**config.mk**
```make
export PLATFORM = sky130hd
export DESIGN_NAME = image_scanner
export DESIGN_NICKNAME = d
export VERILOG_FILES = /design/src/rtl/image_pkg.sv /design/src/rtl/image_scanner_raster_counter.sv /design/src/rtl/image_scanner.sv
export SDC_FILE = /design/constraint.sdc
export NUM_CORES = 1
export LEC_CHECK = 0
export ABC_AREA = 1
export BUFFER_PORTS_ARGS = -buffer_cell sky130_fd_sc_hd__buf_2
export CAP_MARGIN = 10
export CORE_ASPECT_RATIO = 0.7
export CORE_MARGIN = 2
export CORE_UTILIZATION = 55
export CTS_CLUSTER_DIAMETER = 100
export CTS_CLUSTER_SIZE = 14
export DETAILED_ROUTE_END_ITERATION = 8
export GPL_ROUTABILITY_DRIVEN = 0
export PLACE_DENSITY = 0.9
export SYNTH_ARGS = -nofsm -noshare
export SYNTH_HDL_FRONTEND = slang
export SYNTH_SLANG_ARGS = --single-unit
```
**constraint.sdc**
```tcl
create_clock -name clk -period 2.5 [get_ports clk]
set_clock_uncertainty 0.2 [all_clocks]
set_input_delay 0.5 -clock clk [delete_from_list [all_inputs] [get_ports clk]]
set_output_delay 0.5 -clock clk [all_outputs]
set_load 0.01 [all_outputs]
```
**src/rtl/image_pkg.sv**
```systemverilog
// Shared types and default geometry for the image read/write path.
package image_pkg;

  localparam int IMG_WIDTH_DEF  = 4;
  localparam int IMG_HEIGHT_DEF = 4;
  localparam int COORD_W_DEF    = 4;
  localparam int PIX_W_DEF      = 8;

  typedef enum logic [1:0] {
    IDLE  = 2'd0,
    SCAN  = 2'd1,
    DRAIN = 2'd2
  } state_t;

  typedef logic [PIX_W_DEF-1:0] pixel_t;

endpackage

```
**src/rtl/image_scanner_raster_counter.sv**
```systemverilog
// Raster x/y counter with advance and clear; flags the last column and the last pixel of the frame.
module raster_counter #(
  parameter int WIDTH   = 4,
  parameter int HEIGHT  = 4,
  parameter int COORD_W = 4
) (
  input  logic               clk,
  input  logic               rst_n,
  input  logic               i_clr,
  input  logic               i_adv,
  output logic [COORD_W-1:0] o_x,
  output logic [COORD_W-1:0] o_y,
  output logic               o_last_in_line,
  output logic               o_last_in_frame
);

  localparam logic [COORD_W-1:0] X_LAST = COORD_W'(WIDTH - 1);
  localparam logic [COORD_W-1:0] Y_LAST = COORD_W'(HEIGHT - 1);

  logic [COORD_W-1:0] r_x;
  logic [COORD_W-1:0] r_y;
  logic               w_last_line;
  logic               w_last_frame;

  assign w_last_line  = (r_x == X_LAST);
  assign w_last_frame = w_last_line && (r_y == Y_LAST);

  always_ff @(posedge clk or negedge rst_n) begin
    if (!rst_n) begin
      r_x <= '0;
      r_y <= '0;
    end else if (i_clr) begin
      r_x <= '0;
      r_y <= '0;
    end else if (i_adv) begin
      if (w_last_line) begin
        r_x <= '0;
        // Wrapping at the frame end leaves the counter ready for the next frame.
        r_y <= w_last_frame ? '0 : r_y + COORD_W'(1);
      end else begin
        r_x <= r_x + COORD_W'(1);
      end
    end
  end

  assign o_x             = r_x;
  assign o_y             = r_y;
  assign o_last_in_line  = w_last_line;
  assign o_last_in_frame = w_last_frame;

endmodule

```
**src/rtl/image_scanner.sv**
```systemverilog
// Raster-scan read initiator: requests (x, y) from pixel memory and streams pixels with sof/eol/eof.
// Optional frame checksum output enabled by defining IMAGE_SCANNER_CHECKSUM_EN.
module image_scanner
  import image_pkg::*;
#(
  parameter int IMG_WIDTH  = IMG_WIDTH_DEF,
  parameter int IMG_HEIGHT = IMG_HEIGHT_DEF,
  parameter int COORD_W    = COORD_W_DEF,
  parameter int PIX_W      = PIX_W_DEF
) (
  input  logic               clk,
  input  logic               reset,
  input  logic               start,
  input  logic               abort,
  output logic [COORD_W-1:0] x_req,
  output logic [COORD_W-1:0] y_req,
  input  logic [PIX_W-1:0]   pixel_in,
  input  logic               pixel_in_valid,
  output logic [PIX_W-1:0]   out_pixel,
  output logic               out_valid,
  input  logic               out_ready,
  output logic               out_sof,
  output logic               out_eol,
  output logic               out_eof,
  output logic               busy,
  output logic               done,
  output logic [7:0]         frame_count
`ifdef IMAGE_SCANNER_CHECKSUM_EN
  ,
  output logic [15:0]        checksum
`endif
);

  state_t             r_state;
  state_t             w_state_nxt;
  logic               w_load;
  logic               w_pop;
  logic               w_frame_done;
  logic               w_clr;
  logic               w_last_line;
  logic               w_last_frame;
  logic [COORD_W-1:0] w_x;
  logic [COORD_W-1:0] w_y;

  logic [PIX_W-1:0]   r_out_pixel;
  logic               r_out_valid;
  logic               r_sof;
  logic               r_eol;
  logic               r_eof;
  logic               r_done;
  logic [7:0]         r_frame_count;

  // Coordinates are only live while scanning; every other state parks them at the origin.
  assign w_clr = abort || (r_state != SCAN);

  raster_counter #(
    .WIDTH  (IMG_WIDTH),
    .HEIGHT (IMG_HEIGHT),
    .COORD_W(COORD_W)
  ) u_raster (
    .clk            (clk),
    .rst_n          (reset),
    .i_clr          (w_clr),
    .i_adv          (w_load),
    .o_x            (w_x),
    .o_y            (w_y),
    .o_last_in_line (w_last_line),
    .o_last_in_frame(w_last_frame)
  );

  always_ff @(posedge clk or negedge reset) begin
    if (!reset) begin
      r_state <= IDLE;
    end else begin
      r_state <= w_state_nxt;
    end
  end

  always_comb begin
    w_state_nxt  = r_state;
    w_load       = 1'b0;
    w_frame_done = 1'b0;
    w_pop        = r_out_valid && out_ready;
    if (abort) begin
      w_state_nxt = IDLE;
    end else begin
      case (r_state)
        IDLE: begin
          if (start) w_state_nxt = SCAN;
        end
        SCAN: begin
          // The output register is free when empty or being drained this cycle.
          w_load = pixel_in_valid && (!r_out_valid || out_ready);
          if (w_load && w_last_frame) w_state_nxt = DRAIN;
        end
        DRAIN: begin
          if (w_pop) begin
            w_frame_done = 1'b1;
            w_state_nxt  = IDLE;
          end
        end
        default: w_state_nxt = IDLE;
      endcase
    end
  end

  always_ff @(posedge clk or negedge reset) begin
    if (!reset) begin
      r_out_pixel   <= '0;
      r_out_valid   <= 1'b0;
      r_sof         <= 1'b0;
      r_eol         <= 1'b0;
      r_eof         <= 1'b0;
      r_done        <= 1'b0;
      r_frame_count <= '0;
    end else if (abort) begin
      r_out_pixel <= '0;
      r_out_valid <= 1'b0;
      r_sof       <= 1'b0;
      r_eol       <= 1'b0;
      r_eof       <= 1'b0;
      r_done      <= 1'b0;
    end else begin
      r_done <= w_frame_done;
      if (w_frame_done) r_frame_count <= r_frame_count + 8'd1;
      if (w_load) begin
        r_out_pixel <= pixel_in;
        r_out_valid <= 1'b1;
        r_sof       <= (w_x == '0) && (w_y == '0);
        r_eol       <= w_last_line;
        r_eof       <= w_last_frame;
      end else if (w_pop) begin
        r_out_valid <= 1'b0;
      end
    end
  end

`ifdef IMAGE_SCANNER_CHECKSUM_EN
  logic [15:0] r_checksum;

  // Sums beats as they are accepted downstream; nothing is accepted after done, so the sum holds.
  always_ff @(posedge clk or negedge reset) begin
    if (!reset) begin
      r_checksum <= '0;
    end else if (abort || ((r_state == IDLE) && start)) begin
      r_checksum <= '0;
    end else if (w_pop) begin
      r_checksum <= r_checksum + 16'(r_out_pixel);
    end
  end

  assign checksum = r_checksum;
`endif

  assign x_req       = w_x;
  assign y_req       = w_y;
  assign out_pixel   = r_out_pixel;
  assign out_valid   = r_out_valid;
  assign out_sof     = r_sof;
  assign out_eol     = r_eol;
  assign out_eof     = r_eof;
  assign busy        = (r_state != IDLE);
  assign done        = r_done;
  assign frame_count = r_frame_count;

endmodule

```
### Word level (Yosys, flattened, before mapping)

Cells that the tools add are included.

| storage, ports and cells | value |
|---|---|
| input bits | 14 |
| bits in registers | 31 |
| output and inout bits | 30 |
| word-level logic and storage cells | 70 |

| operators by class | value |
|---|---|
| reduce and logical (&&, ||, !) cells | 19 |
| bitwise operators | 1 |
| $add $sub $neg | 3 |
| mux-type cells | 29 |
| equality and inequality tests | 8 |

Operators by type and width:

| operator | count |
|---|---|
| $mux W4 | 7 |
| $mux W8 | 2 |
| $mux W1 | 15 |
| $ne A3 B3 Y1 const B | 3 |
| $add A4 B1 Y4 const B | 2 |
| $add A8 B1 Y8 const B | 1 |
| $eq A4 B2 Y1 const B | 2 |
| $logic_not A4 Y1 | 2 |
| $mux W2 | 4 |
| $reduce_bool A2 Y1 | 4 |
| $pmux W2 S3 | 1 |
| $logic_and A1 B1 Y1 | 5 |
| $reduce_and A2 Y1 | 2 |
| $reduce_and A3 Y1 | 1 |
| $reduce_bool A3 Y1 | 1 |
| $eq A2 B1 Y1 const B | 1 |
| $eq A2 B2 Y1 const B | 1 |
| $logic_not A2 Y1 | 1 |
| $logic_or A1 B1 Y1 | 2 |
| $ne A2 B1 Y1 const B | 1 |
| $logic_not A1 Y1 | 1 |
| $not A1 Y1 | 1 |

### Logic depth before layout (Yosys ltp)

| depth | value |
|---|---|
| depth after elaboration | 7 |
| depth in mapped cells | 7 |
| depth with buffers taken out | 7 |

### Cells and area by module

Synthesis repeated with hierarchy kept, for this count alone.

| second synthesis, totals | value |
|---|---|
| cell total of the unflattened synthesis | 201 |
| area total of the unflattened synthesis | 1610.3 um2 |

By module, submodules not included:

| module | instances | sequential area each (um2) | cells an instance | area each (um2) |
|---|---|---|---|---|
| image_scanner | 1 | 575.6 | 138 | 1126.1 |
| raster_counter | 1 | 200.2 | 63 | 484.2 |

### Worst setup path before layout

No wires, ideal clock.

| timing path | value |
|---|---|
| path kind | input -> register |
| from | input port out_ready |
| to | register r_frame_count[2] (netlist: frame_count[2]) |
| path buffers | 0 |
| arrival time | 1.124 ns |
| required time | 2.178 ns |
| cell stages on the path | 5 |
| setup time | 0.122 ns |
| path slack | 1.054 ns |
| path through | nand2_2 nor3_4 inv_2 nand2_1 o21ai_2 |

| on the way | value |
|---|---|
| cells in the longest elaborated chain, start to end | 5 |

RTL lines:

| what | RTL line | RTL |
|---|---|---|
| start: declaration | image_scanner.sv:21 | `input logic out_ready,` |
| $logic_and A1 B1 Y1 | image_scanner.sv:83 | `w_pop = r_out_valid && out_ready;` |
| $mux W1 | image_scanner.sv:97 | `if (w_pop) begin` |
| $mux W1 | image_scanner.sv:87 | `case (r_state)` |
| $mux W1 | image_scanner.sv:84 | `if (abort) begin` |
| $reduce_and A2 Y1 (no source line) | n/a |  |
| end signal: assignment | image_scanner.sv:125 | `if (w_frame_done) r_frame_count <= r_frame_count + 8'd1;` |
| end: declaration | image_scanner.sv:51 | `logic [7:0] r_frame_count;` |

Every way passes these cells.
A chain may end at the register's enable or synchronous reset.

### Final worst setup path

| timing path | value |
|---|---|
| from | register r_out_valid (netlist: out_valid) |
| to | register r_sof (netlist: out_sof) |

| on the way | value |
|---|---|
| cells in the longest elaborated chain, start to end | 6 |

RTL lines:

| what | RTL line | RTL |
|---|---|---|
| start: declaration | image_scanner.sv:46 | `logic r_out_valid;` |
| start signal: assignment | image_scanner.sv:110 | `r_out_valid <= 1'b0;` |
| start signal: assignment | image_scanner.sv:118 | `r_out_valid <= 1'b0;` |
| start signal: assignment | image_scanner.sv:128 | `r_out_valid <= 1'b1;` |
| $logic_not A1 Y1 | image_scanner.sv:93 | `w_load = pixel_in_valid && (!r_out_valid \|\| out_ready);` |
| $logic_or A1 B1 Y1 | image_scanner.sv:93 |  |
| $logic_and A1 B1 Y1 | image_scanner.sv:93 |  |
| $mux W1 | image_scanner.sv:87 |  |
| $mux W1 | image_scanner.sv:84 |  |
| $reduce_bool A2 Y1 (no source line) | n/a |  |
| end signal: assignment | image_scanner.sv:129 | `r_sof <= (w_x == '0) && (w_y == '0);` |
| end: declaration | image_scanner.sv:47 | `logic r_sof;` |

Every way passes these cells.

==> impl_metrics.csv <==
group,metric,value,unit
run_status,outcome,"complete, no violations",
clocking,clockBufferDepth,2,
sta,fin_hold_ws,0.0494,ns
sta,slew-limit-headroom,54.7,%
setup_path,required,2.50,ns
clocking,cts_tree,"built",
synthesis,synth-adder-area-share,3.89,%
synthesis,synth_top_family_by_area,"simple AND/OR/NAND/NOR gates",
synthesis,synth.area.mux_share,0,%
setup_path,arrival,1.78,ns
sta,max_freq,0.564,GHz
sta,worst_pin_slew,0.680,ns
synthesis,yosys.area.top_type,"dfrtp_1",
setup_path,reg2reg_setup_slack,0.73,ns
clocking,htreeDepth,2,
clocking,cts_num_sinks,31,
placed_design,dpl_cell_area,1850,µm²
grt,grt_use_total,24.1,%
finish,final_cells,286,
die,rows,16,
die,die_y,49.2,µm
synthesis,yosys.area_share.simple,31.8,%
power_and_ir_drop,power,1.04,mW
die,io_pins,44,
power_and_ir_drop,peakVddDrop,0.400,mV
routing,drc,0,
synthesis,synth_seq_area_share,48.2,%
placed_design,dp_hpwl,2730,µm
run,drv_cap,0,
synthesis,synth_top_cells_by_area,"dfrtp_1 (48%), nand2_1 (15%), nand3_1 (8.4%)",
setup_path,end_kind,"flip-flop",
grt,antenna_found_initial,0,
routing,vias,1495,
die,die_area,3380,µm²
sta,fin_ws,0.725,ns
routing,drt_iter0_drc,76,
placed_design,dp_slack,0.520,ns
sta,period_minus_slack,1.77,ns
synthesis,synth_cells,203,
setup_path,worstRegToRegCells,5,
grt,grt_first_pass_wirelength,6020,µm
sta,hold_viol,0,
finish,post-route-util,69.6,%
die,core-area,2780,µm²
setup_path,timing.rr.start,"out_valid$_DFFE_PN0P_",
synthesis,yosysTopAreaCellShare,48.2,%
routing,routedWlPerCell,13.1,µm
routing,first_pass_iters,4,
sta,post-route-period-util,71.0,%
clocking,root_buffer,"clkbuf_8",
grt,grt_start_max_net_pins,32,
synthesis,syn-cell-area,1610,µm²
synthesis,synth_xor_area_share,2.72,%
clocking,cts_buffers,5,
grt,grt_pass1_vias,1329,
synthesis,synth.distinct_cells,20,
sta,slew_viol_final,0,
sta,rsz0062_at_grt,"false",
placed_design,place_inst,279,
finish,antenna_cells,0,
synthesis,ys_warn_count,0,
synthesis,avgSynthCellArea,7.92,µm²
clocking,ctsResizeCount,0,
setup_path,cp-start-kind,"flip-flop",
clocking,post_cts_buffers,0,
finish,fin_nets,269,
synthesis,synth_nets,222,
setup_path,crit_path_start,"out_valid$_DFFE_PN0P_",
clocking,insertion_delay,0.29,ns
power_and_ir_drop,leakage,1.17,nW
die,die_w,68.6,µm
finish,fill_cells,246,
synthesis,synth-seq-cells,31,
grt,global_route.overflow_total,0,
setup_path,crit_type,"reg2reg",
worst_hold_path,hp-class,"in2async",
placed_design,portBuffers,43,
clocking,hold_buffers,0,
finish,syn_to_final_growth,20.4,%
routing,ant_nets,0,
power_and_ir_drop,power-per-cell-area,538,nW/µm²
routing,drt-vias-per-instance,5.23,
sta,setup_viol,0,
synthesis,synth_compound_area_share,4.67,%
setup_path,path_max_fanout,13,
sta,setup_tns,0,ns
routing,finalWirelength,3750,µm
clocking,clk_pin_slew,0.07,ns
setup_path,cp-endpoint,"out_sof$_DFFE_PN0P_",
setup_path,r2r-end,"out_sof$_DFFE_PN0P_",
die,initial_core_util,57.8,%
finish,finalInstanceArea,1940,µm²
finish,drive_above_1_share,22.8,%
-- critical path: stages (launching register included) --
cell,delay (ns)
dfrtp_1,0.43
nand2_1,0.12
nand2_1,0.15
nor2_2,0.45
inv_1,0.13
o21ai_0,0.21
-- power breakdown --
| group | leakage [nW] | internal, mW | switching, mW |
|---|---|---|---|
| Clock | 0.0470 | 0.216 | 0.183 |
| Sequential | 0.427 | 0.519 | 0.0136 |
| Combinational | 0.692 | 0.0368 | 0.0744 |
-- area by class of cell --
| class | instances | area (µm²) | area share, % |
|---|---|---|---|
| clock buffer | 6 | 82.6 | 4.27 |
| multi-input combinational | 138 | 692 | 35.7 |
| clock inverter | 1 | 5.00 | 0.259 |
| tap | 36 | 45.0 | 2.33 |
| sequential | 31 | 776 | 40.1 |
| inverter | 30 | 113 | 5.82 |
| timing repair buffer | 44 | 223 | 11.5 |
-- logic make-up after synthesis --
family                   after synthesis
adder cells (fa/ha/maj)                5
buffers and inverters                 34
XOR/XNOR                               5
flip-flops                            31
AND/OR/NAND/NOR                      115
AO/OA/AOI/OAI                         13
-- how the worst min path moves through the flow --
stage / startpoint / to / slack (ns) / depth (start not counted)
after floorplan: reset / done$_DFF_PN0_ / 0.004 / 0
after global placement: out_pixel[1]$_DFFE_PN0P_ / out_pixel[1]$_DFFE_PN0P_ / 0.29 / 2
after detailed placement: out_pixel[6]$_DFFE_PN0P_ / out_pixel[6]$_DFFE_PN0P_ / 0.29 / 2
after CTS: reset / frame_count[3]$_DFFE_PN0P_ / 0.07 / 1
after global routing: reset / frame_count[4]$_DFFE_PN0P_ / 0.10 / 1
final: reset / frame_count[3]$_DFFE_PN0P_ / 0.05 / 1
-- synth_stat cells --
| library cell | count |
|---|---|
| nand2_1 | 65 |
| buf_6 | 1 |
| nor3_4 | 1 |
| dfrtp_1 | 31 |
| nand2_2 | 1 |
| inv_1 | 29 |
| xnor2_1 | 1 |
| o21ai_2 | 1 |
| nor2_2 | 1 |
| o21ai_0 | 11 |
| nand3_1 | 27 |
| a21boi_2 | 1 |
| buf_1 | 1 |
| ha_1 | 5 |
| nand4_1 | 11 |
| nor2_1 | 9 |
| buf_2 | 1 |
| inv_2 | 1 |
| xor2_1 | 4 |
| buf_4 | 1 |
-- sequential cells by signal (all words and copies together) (netlist names) --
| register | cells |
|---|---|
| out_valid | 1 |
| r_state | 2 |
| out_eol | 1 |
| out_eof | 1 |
| out_pixel | 8 |
| u_raster.o_y | 4 |
| done | 1 |
| u_raster.o_x | 4 |
| frame_count | 8 |
| out_sof | 1 |
-- placed cells by master, fill, tap and decap left out, drive strengths merged, types with 5 or more instances in the layout --
| cell | count |
|---|---|
| clkbuf | 6 |
| nor2 | 10 |
| dfrtp | 31 |
| buf | 44 |
| nand3 | 27 |
| nand2 | 66 |
| ha | 5 |
| o21ai | 12 |
| nand4 | 11 |
| inv | 30 |
-- routing by layer --
metal  share of wire (%)  vias up  global-route usage, %
li1                    -      739                      -
met1                  45      686                   32.3
met2                  46       66                   37.3
met3                 7.5        4                   6.70
met4                 1.1        0                   8.33
met5                   0        -                      0
(Power assumes the default switching activity.)
